--- config.mk ---
export PLATFORM = sky130hd
export DESIGN_NAME = ps2_rx_frame_flat
export DESIGN_NICKNAME = d
export VERILOG_FILES = /design/src/rtl/ps2_rx_frame_if.sv /design/src/rtl/ps2_rx_frame.sv /design/src/flat_wrapper.sv
export SDC_FILE = /design/constraint.sdc
export NUM_CORES = 1
export LEC_CHECK = 0
export ABC_AREA = 1
export BUFFER_PORTS_ARGS = -buffer_cell sky130_fd_sc_hd__buf_2
export CAP_MARGIN = 20
export CORE_MARGIN = 3
export CORE_UTILIZATION = 38
export CTS_CLUSTER_SIZE = 24
export DETAILED_ROUTE_END_ITERATION = 8
export SKIP_CTS_REPAIR_TIMING = 1
export SYNTH_ARGS = -nofsm -noshare
export SYNTH_HDL_FRONTEND = slang
export SYNTH_SLANG_ARGS = --single-unit
--- constraint.sdc ---
create_clock -name reloj -period 1.9 [get_ports reloj]
set_input_delay 0.475 -clock reloj [delete_from_list [all_inputs] [get_ports reloj]]
set_output_delay 0.475 -clock reloj [all_outputs]
set_load 0.005 [all_outputs]
--- src/rtl/ps2_rx_frame_if.sv ---
`default_nettype none
// ============================================================================
// ps2_rx_frame_if : PS/2 pins, receive enable and decoded-frame outputs
// Rev 1.0
// ============================================================================
interface ps2_rx_frame_if;
  logic       ps2c;
  logic       ps2d;
  logic       rx_en;
  logic       rx_done_tick;
  logic [7:0] dout;
  logic       bit_pari_tecla;
  logic       parity_err;
  logic       frame_err;
  logic       timeout_tick;

  modport master (
    output ps2c, ps2d, rx_en,
    input  rx_done_tick, dout, bit_pari_tecla, parity_err, frame_err, timeout_tick
  );

  modport slave (
    input  ps2c, ps2d, rx_en,
    output rx_done_tick, dout, bit_pari_tecla, parity_err, frame_err, timeout_tick
  );
endinterface
`default_nettype wire

--- src/rtl/ps2_rx_frame.sv ---
`default_nettype none
// ============================================================================
// ps2_rx_frame : filtered PS/2 receiver delivering byte, parity and error flags
// Rev 1.0
// ============================================================================
module ps2_rx_frame #(
  parameter int FILTER_LEN  = 8,
  parameter int TIMEOUT_CYC = 100000,
  parameter int TO_W        = 17
) (
  input  wire logic     reloj,
  input  wire logic     reset,
  ps2_rx_frame_if.slave bus
);

  typedef enum logic [1:0] {
    S_IDLE = 2'd0,
    S_DPS  = 2'd1,
    S_LOAD = 2'd2
  } state_t;

  localparam logic [TO_W-1:0] c_to_last = TO_W'(TIMEOUT_CYC - 1);

  logic [1:0]            c_sync_q;
  logic [1:0]            d_sync_q;
  logic [FILTER_LEN-1:0] filt_sr_q;
  logic                  filt_q;
  logic                  filt_d;
  logic                  fall_edge;
  state_t                state_q;
  logic [3:0]            cnt_q;
  logic [TO_W-1:0]       wd_q;
  logic [9:0]            sr_q;
  logic [7:0]            dout_q;
  logic                  par_q;
  logic                  perr_q;
  logic                  ferr_q;
  logic                  done_q;
  logic                  to_q;

  // Filtered level only moves when the whole window agrees; otherwise it holds.
  always_comb begin
    filt_d = filt_q;
    if (&filt_sr_q)
      filt_d = 1'b1;
    else if (~|filt_sr_q)
      filt_d = 1'b0;
  end

  assign fall_edge = filt_q & ~filt_d;

  always_ff @(posedge reloj) begin
    if (reset) begin
      c_sync_q  <= '1;
      d_sync_q  <= '1;
      filt_sr_q <= '1;
      filt_q    <= 1'b1;
      state_q   <= S_IDLE;
      cnt_q     <= '0;
      wd_q      <= '0;
      sr_q      <= '0;
      dout_q    <= '0;
      par_q     <= 1'b0;
      perr_q    <= 1'b0;
      ferr_q    <= 1'b0;
      done_q    <= 1'b0;
      to_q      <= 1'b0;
    end else begin
      c_sync_q  <= {c_sync_q[0], bus.ps2c};
      d_sync_q  <= {d_sync_q[0], bus.ps2d};
      filt_sr_q <= {filt_sr_q[FILTER_LEN-2:0], c_sync_q[1]};
      filt_q    <= filt_d;
      done_q    <= 1'b0;
      to_q      <= 1'b0;

      case (state_q)
        S_IDLE: begin
          wd_q <= '0;
          if (fall_edge && bus.rx_en && !d_sync_q[1]) begin
            state_q <= S_DPS;
            cnt_q   <= 4'd9;
          end
        end
        S_DPS: begin
          if (fall_edge) begin
            sr_q <= {d_sync_q[1], sr_q[9:1]};
            wd_q <= '0;
            if (cnt_q == 4'd0)
              state_q <= S_LOAD;
            else
              cnt_q <= cnt_q - 4'd1;
          end else if (wd_q == c_to_last) begin
            // Stalled frame: abandon it without touching the delivered outputs.
            state_q <= S_IDLE;
            to_q    <= 1'b1;
          end else begin
            wd_q <= wd_q + 1'b1;
          end
        end
        S_LOAD: begin
          state_q <= S_IDLE;
          dout_q  <= sr_q[7:0];
          par_q   <= sr_q[8];
          perr_q  <= ~(^sr_q[8:0]);
          ferr_q  <= ~sr_q[9];
          done_q  <= 1'b1;
        end
        default: state_q <= S_IDLE;
      endcase
    end
  end

  assign bus.rx_done_tick   = done_q;
  assign bus.dout           = dout_q;
  assign bus.bit_pari_tecla = par_q;
  assign bus.parity_err     = perr_q;
  assign bus.frame_err      = ferr_q;
  assign bus.timeout_tick   = to_q;

endmodule
`default_nettype wire

--- src/flat_wrapper.sv ---
// flat-port wrapper written by rule: the top's interface ports become plain ports
module ps2_rx_frame_flat 
#(
  parameter int FILTER_LEN  = 8,
  parameter int TIMEOUT_CYC = 100000,
  parameter int TO_W        = 17
)
  (reloj, reset, bus_ps2c, bus_ps2d, bus_rx_en, bus_rx_done_tick, bus_dout, bus_bit_pari_tecla, bus_parity_err, bus_frame_err, bus_timeout_tick);
  ps2_rx_frame_if bus_i ();
  input  wire logic reloj;
  input  wire logic reset;
  input wire logic [$bits(bus_i.ps2c)-1:0] bus_ps2c;
  input wire logic [$bits(bus_i.ps2d)-1:0] bus_ps2d;
  input wire logic [$bits(bus_i.rx_en)-1:0] bus_rx_en;
  output wire logic [$bits(bus_i.rx_done_tick)-1:0] bus_rx_done_tick;
  output wire logic [$bits(bus_i.dout)-1:0] bus_dout;
  output wire logic [$bits(bus_i.bit_pari_tecla)-1:0] bus_bit_pari_tecla;
  output wire logic [$bits(bus_i.parity_err)-1:0] bus_parity_err;
  output wire logic [$bits(bus_i.frame_err)-1:0] bus_frame_err;
  output wire logic [$bits(bus_i.timeout_tick)-1:0] bus_timeout_tick;
  assign bus_i.ps2c = bus_ps2c;
  assign bus_i.ps2d = bus_ps2d;
  assign bus_i.rx_en = bus_rx_en;
  assign bus_rx_done_tick = bus_i.rx_done_tick;
  assign bus_dout = bus_i.dout;
  assign bus_bit_pari_tecla = bus_i.bit_pari_tecla;
  assign bus_parity_err = bus_i.parity_err;
  assign bus_frame_err = bus_i.frame_err;
  assign bus_timeout_tick = bus_i.timeout_tick;
  ps2_rx_frame #(.FILTER_LEN(FILTER_LEN), .TIMEOUT_CYC(TIMEOUT_CYC), .TO_W(TO_W)) u_core (.reloj(reloj), .reset(reset), .bus(bus_i));
endmodule
==> Yosys cells after proc, flatten, opt, wreduce, memory -nomap -nowiden <==
Index checks and enable logic that the tools add are counted.
{ "totals": {"latch_bits": 0, "register_bits": 59, "elab_cells": 60, "mem_bits_rw": 0, "romBits": 0, "n_memories": 0} }
{ "classes": {"n_eq_ne": 9, "n_div": 0, "bitwise": 5, "n_shift": 0, "muxes": 16, "add_sub_neg": 2, "n_mul": 0, "n_reduce_logical": 14, "order_cmp": 0} }
{ "op_table": {"columns": ["operator", "count"], "rows": [
  ["17-bit 2-to-1 mux", 2],
  ["17-bit case mux with 2 select lines", 1],
  ["17-bit by 1-bit adder with 17-bit output (second input constant)", 1],
  ["17-bit equality test (second input constant)", 1],
  ["4-bit 2-to-1 mux", 3],
  ["9-bit parity", 1],
  ["2-bit 2-to-1 mux", 4],
  ["4-bit case mux with 2 select lines", 1],
  ["8-bit AND reduction", 1],
  ["8-bit OR reduction", 1],
  ["4-bit zero test", 1],
  ["1-bit 2-to-1 mux", 4],
  ["2-bit by 1-bit != test with 1-bit output (second input constant)", 2],
  ["1-bit inverter", 4],
  ["2-bit case mux with 2 select lines", 1],
  ["2-bit AND reduction", 2],
  ["4-bit AND reduction", 1],
  ["4-bit by 1-bit subtractor with 4-bit output (second input constant)", 1],
  ["3-bit by 1-bit != test with 1-bit output (second input constant)", 1],
  ["3-bit by 2-bit != test with 1-bit output (second input constant)", 1],
  ["3-bit != test (second input constant)", 1],
  ["3-bit AND reduction", 1],
  ["3-bit OR reduction", 1],
  ["2-bit by 1-bit equality test with 1-bit output (second input constant)", 1],
  ["other kinds (7)", 8]
]} }

==> Depth between registers and ports, before layout <==
{ "logic_depth": {"word_depth": 9, "ltp_mapped": 11, "depth_no_buf": 11} }

==> Worst setup path after synthesis <==
OpenSTA, ideal clock, no wires.
{ "synth_timing": {"path_type": "register to register", "startpoint": "reg u_core.wd_q[0]", "endpoint": "reg u_core.wd_q[7]", "stages_incl_launch_ff": 11, "arrival_time_ps": 1393, "period_less_slack_ps": 1459, "setup_time_ps": 66, "t_required_ps": 1834, "slack_ps": 441, "cell_sequence": "dfxtp_1 > ha_1 > nand2_2 > nor2_2 > nand2_1 > nor2_2 > nand3_2 > nand2_4 > buf_12 > nand2_2 > a21oi_2"} }
{ "synth_between": {"elab_chain_len": 4, "word_cells_on_any_way": 7, "cone_classes": "add/sub (1); eq/ne (2); mux (3); reduce/logical (1)"} }
{ "synth_rtl": {"columns": ["element", "line_no", "text"], "rows": [
  ["start, declared", "ps2_rx_frame.sv:32", "logic [TO_W-1:0] wd_q;"],
  ["start signal, assigned", "ps2_rx_frame.sv:97", "wd_q <= wd_q + 1'b1;"],
  ["17-bit by 1-bit adder with 17-bit output", "ps2_rx_frame.sv:97", null],
  ["17-bit 2-to-1 mux", "ps2_rx_frame.sv:92", "end else if (wd_q == c_to_last) begin"],
  ["17-bit 2-to-1 mux", "ps2_rx_frame.sv:85", "if (fall_edge) begin"],
  ["17-bit case mux with 2 select lines", "ps2_rx_frame.sv:76", "case (state_q)"]
]} }
Several ways; a longest one is shown, not always the timed one. The select of a mux whose other input is x is not followed.
A chain may end at the register's enable or synchronous reset.

==> Final worst setup path <==
{ "layout_timing": {"startpoint": "reg u_core.filt_sr_q[1]", "endpoint": "reg u_core.wd_q[15]"} }
{ "layout_between": {"elab_chain_len": 7, "word_cells_on_any_way": 10, "cone_classes": "eq/ne (1); mux (4); bitwise (2); reduce/logical (3)"} }
{ "layout_rtl": {"columns": ["element", "line_no", "text"], "rows": [
  ["start, declared", "ps2_rx_frame.sv:26", "logic [FILTER_LEN-1:0] filt_sr_q;"],
  ["start signal, assigned", "ps2_rx_frame.sv:71", "filt_sr_q <= {filt_sr_q[FILTER_LEN-2:0], c_sync_q[1]};"],
  ["8-bit OR reduction", "ps2_rx_frame.sv:46", "else if (~|filt_sr_q)"],
  ["1-bit 2-to-1 mux", "ps2_rx_frame.sv:46", null],
  ["1-bit 2-to-1 mux *", "ps2_rx_frame.sv:44", "if (&filt_sr_q)"],
  ["1-bit inverter *", "ps2_rx_frame.sv:50", "assign fall_edge = filt_q & ~filt_d;"],
  ["1-bit bitwise AND *", "ps2_rx_frame.sv:50", null],
  ["17-bit 2-to-1 mux or 3-bit by 2-bit != test with 1-bit output (tied branches)", null, null],
  ["17-bit case mux with 2 select lines or 2-bit AND reduction (tied branches)", null, null]
]} }
Every way passes the cells marked *; elsewhere a longest branch is shown, timed or not.

==> run_results.csv <==
group,metric,value,unit
worst_setup_path,timing.critical_path.from_type,"register",
clock_tree,tritoncts_clock_tree,"done",
logic_synthesis,synth_area_leader_cell,"sky130_fd_sc_hd__dfxtp_1",
logic_synthesis,muxShareOfSynthArea,0,%
clock_tree,cts.sinks,59,
routing,wire_per_inst,11.4,um
clock_tree,number_of_buffers_between_clock_root_and_the_deepest_sink,2,
pwr,clock_power_share,49.8,%
logic_synthesis,synth.ff_latch_count,59,
logic_synthesis,synthDistinctLibCells,27,
logic_synthesis,most_common_flop_cell_mapped_by_yosys,"sky130_fd_sc_hd__dfxtp_1",
logic_synthesis,post_synth.cell_area_avg,7.24,um2
pwr,cell_int_power,2.03,mW
die,core_area,7020,um2
logic_synthesis,postSynth.asyncResetShare,0,%
final_layout,areaGrowthSynthToFinish,14.4,%
routing,first_iter_violations,113,
worst_setup_path,cpMostUsedCell,"sky130_fd_sc_hd__nand2_1",
logic_synthesis,netlist.area_leader.share,41.7,%
worst_setup_path,crit_start,"u_core.filt_sr_q[1]",
logic_synthesis,synth_cell_count_leaders,"sky130_fd_sc_hd__nand2_1, sky130_fd_sc_hd__dfxtp_1, sky130_fd_sc_hd__inv_1",
clock_tree,insertion_delay,0.33,ns
worst_setup_path,timing.setup.critical_path_class,"register to register",
logic_synthesis,yosys.area_share.adder,1.33,%
die,die-height,92.3,um
logic_synthesis,post_synth_inst_count,391,
global_route,first_pass_grt_wire_length,10500,um
status,status,"finished clean",
sta,setup_viol,0,
sta,min_period_over_period,87.2,%
logic_synthesis,synth_most_common_cell,"sky130_fd_sc_hd__nand2_1",
sta,finalHoldViolCount,0,
final_layout,drive_above_1_share,18.7,%
sta,grt_setup_unrepaired,"false",
die,top_level_ports,18,
final_layout,antenna_cells_inserted,0,
worst_setup_path,cp_max_fo,8,
die,dieWidth,92.3,um
clock_tree,cts.root.buffer_cell,"sky130_fd_sc_hd__clkbuf_8",
pwr,power.leakage,1.35,nW
routing,post-route-drc-count,0,
sta,tns,0,ns
routing,antenna_left,0,
die,die_area,8530,um2
placed_design,port_buffers,17,
logic_synthesis,synth_area_leaders,"sky130_fd_sc_hd__dfxtp_1, sky130_fd_sc_hd__nand2_1, sky130_fd_sc_hd__a21oi_1",
die,floorplan.initialDensity,40.4,%
logic_synthesis,synth.yosys.warnings,0,
worst_setup_path,cp_data_arrival_time,1.89,ns
logic_synthesis,synth_fp_nets,399,
placed_design,gp_routability_congestion,0.856,
die,rows,30,
worst_setup_path,cp-end-kind,"register",
worst_setup_path,critical_path.reg2reg.startpoint,"u_core.filt_sr_q[1]",
clock_tree,cts_buffers,9,
global_route,vias_in_the_first_global_route,2358,
placed_design,dp_hpwl,4290,um
pwr,p_sw_share,20.1,%
sta,final_period_minus_worst_setup_slack,1.66,ns
logic_synthesis,yosysSeqAreaShare,41.7,%
logic_synthesis,number_of_enable_flip_flop_cells_after_synthesis,0,
logic_synthesis,synth_top_family_by_area,"simple AND/OR/NAND/NOR gates",
logic_synthesis,synth_compound_area_share,12.8,%
worst_setup_path,crit_path_cell_trace,"nor2_1 > nand2_1 > nor2_2 > nand3_2 > nand2_4 > nand2_1 > nand2_2 > nand3_1 > nand2_1 > nor2_1",
routing,routed_wirelength,5920,um
worst_hold_path,holdCritStartpoint,"bus_ps2c",
logic_synthesis,synth.cell_area,2830,um2
sta,timing.max_slew.rel_slack,63.6,%
logic_synthesis,synth_xor_xnor_area_share,2.47,%
routing,drt_pre_antenna_iters,8,
global_route,globalRoute.totalOverflow,0,
global_route,antenna_violations_before_repair,0,
job,drv.max_cap_violation_count,0,
final_layout,final_core_util,46.2,%
worst_setup_path,slowest_stage,"sky130_fd_sc_hd__dfxtp_1",
sta,final-max-slew-violation-count,0,
clock_tree,path_clk_slew,0.06,ns
pwr,power.switching,511,uW
worst_setup_path,crit_family,"simple AND/OR/NAND/NOR gates",
sta,post-route-worst-setup-slack,0.244,ns
sta,final_worst_clock_skew,0.00738,ns
final_layout,layout.nets,426,
global_route,grt_start_max_net_pins,23,
worst_setup_path,path_buf_inv,0,
pwr,power_density,783,nW/um2
sta,worst_pin_slew,0.546,ns
pwr,power.share.combinational,1.2,%
worst_hold_path,min_path_type,"input pin to register",
routing,routed-via-count,2469,
global_route,gr-usage-all-layers,15.2,%
worst_setup_path,cp_slowest_stage_delay,0.32,ns
logic_synthesis,simple_logic_cell_fraction_of_the_synthesized_area,31.7,%
clock_tree,clock_tree.htree_level_count,3,
pwr,seqPwrFrac,49.0,%
pwr,vdd_drop_max,0.544,mV
sta,fmax,604,MHz
placed_design,detailedPlace.worstSlack,0.242,ns
routing,viasPerCell,4.76,
sta,final.hold.worst_slack,0.324,ns
worst_setup_path,required,2.13,ns
==> power groups by stage <==
stage	registers (mW)	logic (mW)	clock network, mW
after global placement	1.27	0.0319	0
after detailed placement	1.27	0.0316	0
after global routing	1.24	0.0354	1.35
after CTS	1.24	0.0315	1.29
final	1.24	0.0311	1.26
after floorplan	1.27	0.0221	0
==> sequential cells by signal (all words and copies together) (netlist names) <==
| name | count |
|---|---|
| u_core.bus.parity_err | 1 |
| u_core.bus.rx_done_tick | 1 |
| u_core.sr_q | 10 |
| u_core.filt_q | 1 |
| u_core.d_sync_q | 2 |
| u_core.cnt_q | 4 |
| u_core.wd_q | 17 |
| u_core.c_sync_q | 2 |
| u_core.bus.frame_err | 1 |
| u_core.bus.bit_pari_tecla | 1 |
| u_core.filt_sr_q | 8 |
| u_core.state_q | 2 |
| u_core.bus.dout | 8 |
| u_core.bus.timeout_tick | 1 |
==> cell usage in the layout (no fill, tap or decap), drive strengths merged, types with 5 or more instances in the layout <==
cell type / netlist / final
a21oi: 38 / 38
buf: 3 / 27
clkbuf: 8 / 12
dfxtp: 59 / 59
inv: 51 / 51
nand2: 82 / 82
nand3: 21 / 21
nand4: 19 / 19
nor2: 48 / 48
o21ai: 30 / 30
or2: 14 / 14
xnor2: 5 / 5
==> metrics by stage <==
step / cell area [um2] / instances / power (mW)
after global placement: 3020 / 503 / 1.30
after CTS: 3240 / 519 / 2.57
final: 3240 / 519 / 2.54
after floorplan: 2830 / 391 / 1.29
after global routing: 3240 / 519 / 2.62
after detailed placement: 3020 / 503 / 1.30
==> cells by family (layout without fill, tap and decap cells) <==
group | count (synthesis) | count (layout)
AOI/OAI and AO/OA | 70 | 70
xor gates and xnor gates | 8 | 8
adders and majority gates | 3 | 3
buffers and inverters | 62 | 94
DFF | 59 | 59
and+or+nand+nor | 189 | 189
==> routing by layer <==
metal,vias up,routed length (um),track usage (%)
met4,0,46,4.33
met1,1112,2930,19.6
met5,-,0,0
met2,34,2700,23.8
met3,4,237,5.61
li1,1319,-,-
==> path summary, 6_finish.rpt <==
check	depth (start not counted)	to	slack, ns
max	10	u_core.wd_q[15]	0.24
max reg2reg	10	u_core.wd_q[15]	0.24
min reg2reg	1	u_core.filt_sr_q[0]	0.41
min	2	u_core.c_sync_q[0]	0.32
==> area by class of cell <==
type / count / area, um2
fillers: 712 / 3780
multi-input cells: 270 / 1370
flip-flops and latches: 59 / 1180
inverters: 51 / 191
repair buffers: 27 / 160
clock buffers: 12 / 145
well taps: 96 / 120
clock inverters: 4 / 73.8
Power figures use the tool's default switching activity.
